[config.mk]
export PLATFORM = sky130hd
export DESIGN_NAME = iter_shift_extend_unit
export DESIGN_NICKNAME = d
export VERILOG_FILES = /design/src/rtl/iter_shift_extend_unit_pkg.sv /design/src/rtl/iter_shift_extend_unit_shift_step.sv /design/src/rtl/iter_shift_extend_unit.sv
export SDC_FILE = /design/constraint.sdc
export NUM_CORES = 1
export LEC_CHECK = 0
export ABC_AREA = 1
export BUFFER_PORTS_ARGS = -buffer_cell sky130_fd_sc_hd__buf_2
export CORE_MARGIN = 2
export CORE_UTILIZATION = 35
export DETAILED_ROUTE_END_ITERATION = 10
export GPL_ROUTABILITY_DRIVEN = 1
export HOLD_SLACK_MARGIN = 0.03
export PLACE_DENSITY = 0.69
export SLEW_MARGIN = 25
export SYNTH_ARGS = -nofsm -noshare
export SYNTH_HDL_FRONTEND = slang
export SYNTH_SLANG_ARGS = --single-unit
[constraint.sdc]
create_clock -name clk -period 2.4 [get_ports clk]
set_input_delay 0 -clock clk [delete_from_list [all_inputs] [get_ports clk]]
set_output_delay 0 -clock clk [all_outputs]
set_load 0.03 [all_outputs]
[src/rtl/iter_shift_extend_unit_pkg.sv]
// Shared definitions for the iterative shift/extend unit: op codes, FSM states, helpers.
// Optional rotate support is selected in the top with macro ISE_ROTATE_EN.
package iter_shift_extend_unit_pkg;

    localparam logic [2:0] OP_SLL       = 3'b000;
    localparam logic [2:0] OP_SRL       = 3'b001;
    localparam logic [2:0] OP_SRA       = 3'b010;
    localparam logic [2:0] OP_ROR       = 3'b011;
    localparam logic [2:0] OP_SEXT      = 3'b100;
    localparam logic [2:0] OP_ZEXT      = 3'b101;
    localparam logic [2:0] OP_SEXT_SHL2 = 3'b110;
    localparam logic [2:0] OP_LUI       = 3'b111;

    localparam int DEF_WIDTH = 32;
    localparam int SHAMT_W   = $clog2(DEF_WIDTH);

    typedef enum logic [1:0] {
        ST_IDLE  = 2'd0,
        ST_SHIFT = 2'd1,
        ST_DONE  = 2'd2
    } state_t;

    function automatic int min_int(input int a, input int b);
        return (a < b) ? a : b;
    endfunction

    function automatic int ceil_div(input int n, input int d);
        return (n + d - 1) / d;
    endfunction

endpackage

[src/rtl/iter_shift_extend_unit_shift_step.sv]
// Combinational single step: shifts or rotates the operand by k bits for the given op.
// Rotate is only meaningful when the top is built with ISE_ROTATE_EN.
module iter_shift_extend_unit_shift_step
    import iter_shift_extend_unit_pkg::*;
#(
    parameter int WIDTH = 32
) (
    input  logic [2:0]               i_op,
    input  logic [WIDTH-1:0]         i_data,
    input  logic [$clog2(WIDTH)-1:0] i_k,
    output logic [WIDTH-1:0]         o_data
);

    always_comb begin
        o_data = i_data;
        case (i_op)
            OP_SLL:  o_data = i_data << i_k;
            OP_SRL:  o_data = i_data >> i_k;
            OP_SRA:  o_data = $unsigned($signed(i_data) >>> i_k);
            // A zero-bit step makes the left term shift out entirely, leaving i_data.
            OP_ROR:  o_data = (i_data >> i_k) | (i_data << (WIDTH - int'(i_k)));
            default: o_data = i_data;
        endcase
    end

endmodule

[src/rtl/iter_shift_extend_unit.sv]
// Multi-cycle shift/extend unit with start/busy/done handshake; shifts advance STEP bits per cycle.
// Define ISE_ROTATE_EN to enable op 011 as iterative rotate-right; otherwise it returns 0.
module iter_shift_extend_unit
    import iter_shift_extend_unit_pkg::*;
#(
    parameter int WIDTH     = 32,
    parameter int IMM_WIDTH = 16,
    parameter int STEP      = 1
) (
    input  logic                     clk,
    input  logic                     rst_n,
    input  logic                     start,
    input  logic [2:0]               op,
    input  logic [WIDTH-1:0]         data_in,
    input  logic [IMM_WIDTH-1:0]     imm_in,
    input  logic [$clog2(WIDTH)-1:0] shamt,
    output logic                     busy,
    output logic                     done,
    output logic [WIDTH-1:0]         result
);

    localparam int SW = $clog2(WIDTH);

    state_t           r_state;
    logic [2:0]       r_op;
    logic [SW-1:0]    r_count;
    logic [WIDTH-1:0] r_result;
    logic             r_busy;
    logic             r_done;

    logic             w_is_iter;
    logic [WIDTH-1:0] w_sext;
    logic [WIDTH-1:0] w_zext;
    logic [WIDTH-1:0] w_single;
    logic [SW-1:0]    w_k;
    logic [WIDTH-1:0] w_step_out;

    assign w_sext = WIDTH'($signed(imm_in));
    assign w_zext = WIDTH'(imm_in);
    assign w_k    = SW'(min_int(STEP, int'(r_count)));

    always_comb begin
        w_is_iter = 1'b0;
        case (op)
            OP_SLL, OP_SRL, OP_SRA: w_is_iter = 1'b1;
`ifdef ISE_ROTATE_EN
            OP_ROR:                 w_is_iter = 1'b1;
`endif
            default:                w_is_iter = 1'b0;
        endcase
    end

    // Result for everything that finishes on the accepting edge, including zero-amount shifts.
    always_comb begin
        w_single = '0;
        case (op)
            OP_SLL, OP_SRL, OP_SRA: w_single = data_in;
`ifdef ISE_ROTATE_EN
            OP_ROR:                 w_single = data_in;
`else
            OP_ROR:                 w_single = '0;
`endif
            OP_SEXT:                w_single = w_sext;
            OP_ZEXT:                w_single = w_zext;
            OP_SEXT_SHL2:           w_single = w_sext << 2;
            OP_LUI:                 w_single = w_zext << (WIDTH - IMM_WIDTH);
            default:                w_single = '0;
        endcase
    end

    iter_shift_extend_unit_shift_step #(
        .WIDTH (WIDTH)
    ) u_shift_step (
        .i_op   (r_op),
        .i_data (r_result),
        .i_k    (w_k),
        .o_data (w_step_out)
    );

    always_ff @(posedge clk or negedge rst_n) begin
        if (!rst_n) begin
            r_state  <= ST_IDLE;
            r_op     <= OP_SLL;
            r_count  <= '0;
            r_result <= '0;
            r_busy   <= 1'b0;
            r_done   <= 1'b0;
        end else begin
            case (r_state)
                ST_IDLE, ST_DONE: begin
                    r_busy <= 1'b0;
                    r_done <= 1'b0;
                    r_state <= ST_IDLE;
                    if (start) begin
                        r_op <= op;
                        if (w_is_iter && (shamt != '0)) begin
                            r_result <= data_in;
                            r_count  <= shamt;
                            r_busy   <= 1'b1;
                            r_state  <= ST_SHIFT;
                        end else begin
                            r_result <= w_single;
                            r_count  <= '0;
                            r_done   <= 1'b1;
                            r_state  <= ST_DONE;
                        end
                    end
                end
                ST_SHIFT: begin
                    r_result <= w_step_out;
                    r_count  <= r_count - w_k;
                    // The last partial step lands the unit directly in DONE.
                    if (r_count == w_k) begin
                        r_busy  <= 1'b0;
                        r_done  <= 1'b1;
                        r_state <= ST_DONE;
                    end
                end
                default: begin
                    r_busy  <= 1'b0;
                    r_done  <= 1'b0;
                    r_state <= ST_IDLE;
                end
            endcase
        end
    end

    assign busy   = r_busy;
    assign done   = r_done;
    assign result = r_result;

endmodule

==> impl_metrics.toml <==
[status]
status = "finished clean"

[global_route]
grt_use_total = 0.245
grt-ovfl-total = 0
grtUsageMet3 = 0.0223
grt_util_met2 = 0.370
antenna_found_initial = 0
grt_max_degree = 67
grt_pass1_wl_mm = 22.9
grt_use_met1 = 0.369
busiest_layer = "met2"
grt_pass1_vias = 4317

[critical_path]
cp_top_family = "simple AND/OR/NAND/NOR gates"
path_buf_inv = 3
required_ns = 2.60
startpoint = "r_count[3]$_DFFE_PN0P_"
crit_top_cell = "inv_1"
ff2ff_path_depth = 10
r2r_slack_ns = 0.34
worstPathCellList = "nor2_4 -> nand3_4 -> inv_2 -> ha_1 -> inv_1 -> nor2_8 -> inv_1 -> o31ai_1 -> nand2_1 -> a22oi_1"
slowest_stage = "dfrtp_1"
setup.worst_path.end_class = "register"
critPathKind = "reg2reg"
path_max_fanout = 17
critPathMaxStageDelay_ns = 0.42
r2r-end = "result[9]$_DFFE_PN0P_"
crit_path_start_kind = "register"
rr_startpoint = "r_count[3]$_DFFE_PN0P_"
cp.arrival_ns = 2.27

[clock_tree]
cts_tree = "yes"
cts-root-buf = "clkbuf_16"
post-cts-setup-buffers = 0
cts_buffers = 5
cts_max_level = 2
clk_latency_ns = 0.29
clk_pin_slew_ns = 0.06
clock_sinks = 42
postCtsResizedCells = 0
clockBufferDepth = 2

[synth]
syn_avg_cell_area_um2 = 6.20
syn_nets = 700
synth_top_flop_cell = "dfrtp_1"
yosysWarnings = 0
ys_ff_latch = 42
ys_seq_area_frac = 0.266
yosys.area.top_type_share = 0.266
yosysTopAreaCell = "dfrtp_1"
async_reset_ff_frac = 1.00
synthDistinctLibCells = 40
synth_edf_count = 0
netlist_instances = 638
syn_area_mm2 = 0.00396
synth_common_cells = "nand2_1, inv_1, o21ai_0, a21oi_1, nand3_1"
synth.most_common_cell = "nand2_1"
synth_area_leaders = "dfrtp_1, nand2_1, o21ai_0"

[cells_and_area]
drive_gt1_frac = 0.188
syn_to_final_growth_pct = 18.9
fin_nets = 778
antenna_cells = 0
nFillCells = 1200

[timing]
worst_pin_slew_ns = 0.635
setup_viol = 0
max_freq_ghz = 0.485
min_period_ns = 2.06
min_period_over_period = 0.860
tns_ns = 0
skew_ns = 0.00287
relSlewSlack = 0.576
drv_slew = 0
hold_violations = 0
rsz0062_at_grt = "no"

[die]
ios = 93
die_w_um = 110
start_util = 0.362
dieArea_mm2 = 0.0122
core_area_mm2 = 0.0109
rows = 38
die_h_um = 110

[drt]
drt-initial-drc-count = 704
drt_wl_total_mm = 14.4
vias = 4846
vias_per_cell = 5.65
wl_per_cell_um = 16.8
drc = 0
ant_nets = 0
firstDrtPassIters = 5

[place]
place_congestion = 1.01
dp_hpwl_mm = 10.8
numPortBuffers = 92

[power]
peakVddDrop_uv = 735
p_total_w = 0.00748
p_leak_nw = 2.33
power.density_mw_per_mm2 = 1590

[flow_run]
drv_cap = 0

[worst_hold_path]
hold_depth = 3
min-delay-start = "shamt[3]"
min_to = "r_count[3]$_DFFE_PN0P_"
hp-class = "in2reg"
## state kept, by name (all words and copies together), names as in the netlist
register	cells
r_state	2
result	32
r_op	3
r_count	5
## worst max-delay path by stage
| stage | endpoint | slack (ns) | cells after the start |
|---|---|---|---|
| final | result[9]$_DFFE_PN0P_ | 0.34 | 10 |
| after global routing | result[14]$_DFFE_PN0P_ | 0.14 | 11 |
| after CTS | result[14]$_DFFE_PN0P_ | 0.35 | 11 |
| after detailed placement | result[14]$_DFFE_PN0P_ | 0.39 | 11 |
| after global placement | result[9]$_DFFE_PN0P_ | 0.41 | 10 |
| after floorplan | result[11]$_DFFE_PN0P_ | 0.11 | 14 |
## final cells by class
class,instances,area [µm²],share of cell area
Multi-Input combinational cell,483,2430,0.517
Timing Repair Buffer,110,621,0.132
Tap cell,140,175,0.0372
Sequential cell,42,1050,0.223
Clock inverter,1,5.00,0.00106
Clock buffer,7,143,0.0303
Inverter,74,278,0.0590
## per-layer routing
metal | part of all wire | vias up
met1 | 0.45 | 2169
met5 | 0 | -
met4 | 0.024 | 0
li1 | - | 2325
met3 | 0.089 | 35
met2 | 0.43 | 317
## stage by stage
stage	cell area, µm²	util	hold slack (ns)	setup WS [ns]	std cells
after detailed placement	4510	0.413	0.217	0.387	845
after global routing	4700	0.430	0.0726	0.142	857
final	4700	0.430	0.0400	0.337	857
after CTS	4700	0.430	0.0410	0.350	857
after global placement	4510	0.413	0.213	0.409	845
after floorplan	3960	-	-0.296	0.113	638
## worst min-delay path, stage by stage
cell	delay (ns)
buf_2	0.09
a31oi_1	0.06
o21ai_0	0.14
## cell usage in the layout (no fill, tap or decap), types with 5 or more instances in the layout
master and count:
a31oi_1 11, o22ai_1 10, nor2_1 38, a21oi_1 63
dfrtp_1 42, nand2_1 157, nand4_1 7, buf_2 91
clkbuf_16 5, inv_1 69, o21ai_1 19, a22oi_1 5
nand3_1 46, o21ai_0 69, o221ai_1 9, o211ai_1 13
buf_4 14
## cell families after synthesis
family                   Yosys count  synth area share
AND/OR/NAND/NOR                  263             0.288
AO/OA/AOI/OAI                    216             0.316
other                              1          0.000948
adder cells (fa/ha/maj)            3           0.00949
flip-flops                        42             0.266
buffers and inverters            113             0.120
## timing repair
item / CTS / global route
setup endpoints to repair: 0 / 0
hold buffers: 4 / 0
endpoints found under the hold margin: 45 / 0
## where the power goes
part           internal, W  total (W)  switching [W]
logic              0.00162    0.00535        0.00373
clock network     0.000413   0.000706       0.000292
registers          0.00106    0.00142       0.000357
total              0.00310    0.00748        0.00438
No activity file was read; power rests on OpenSTA's default activity.
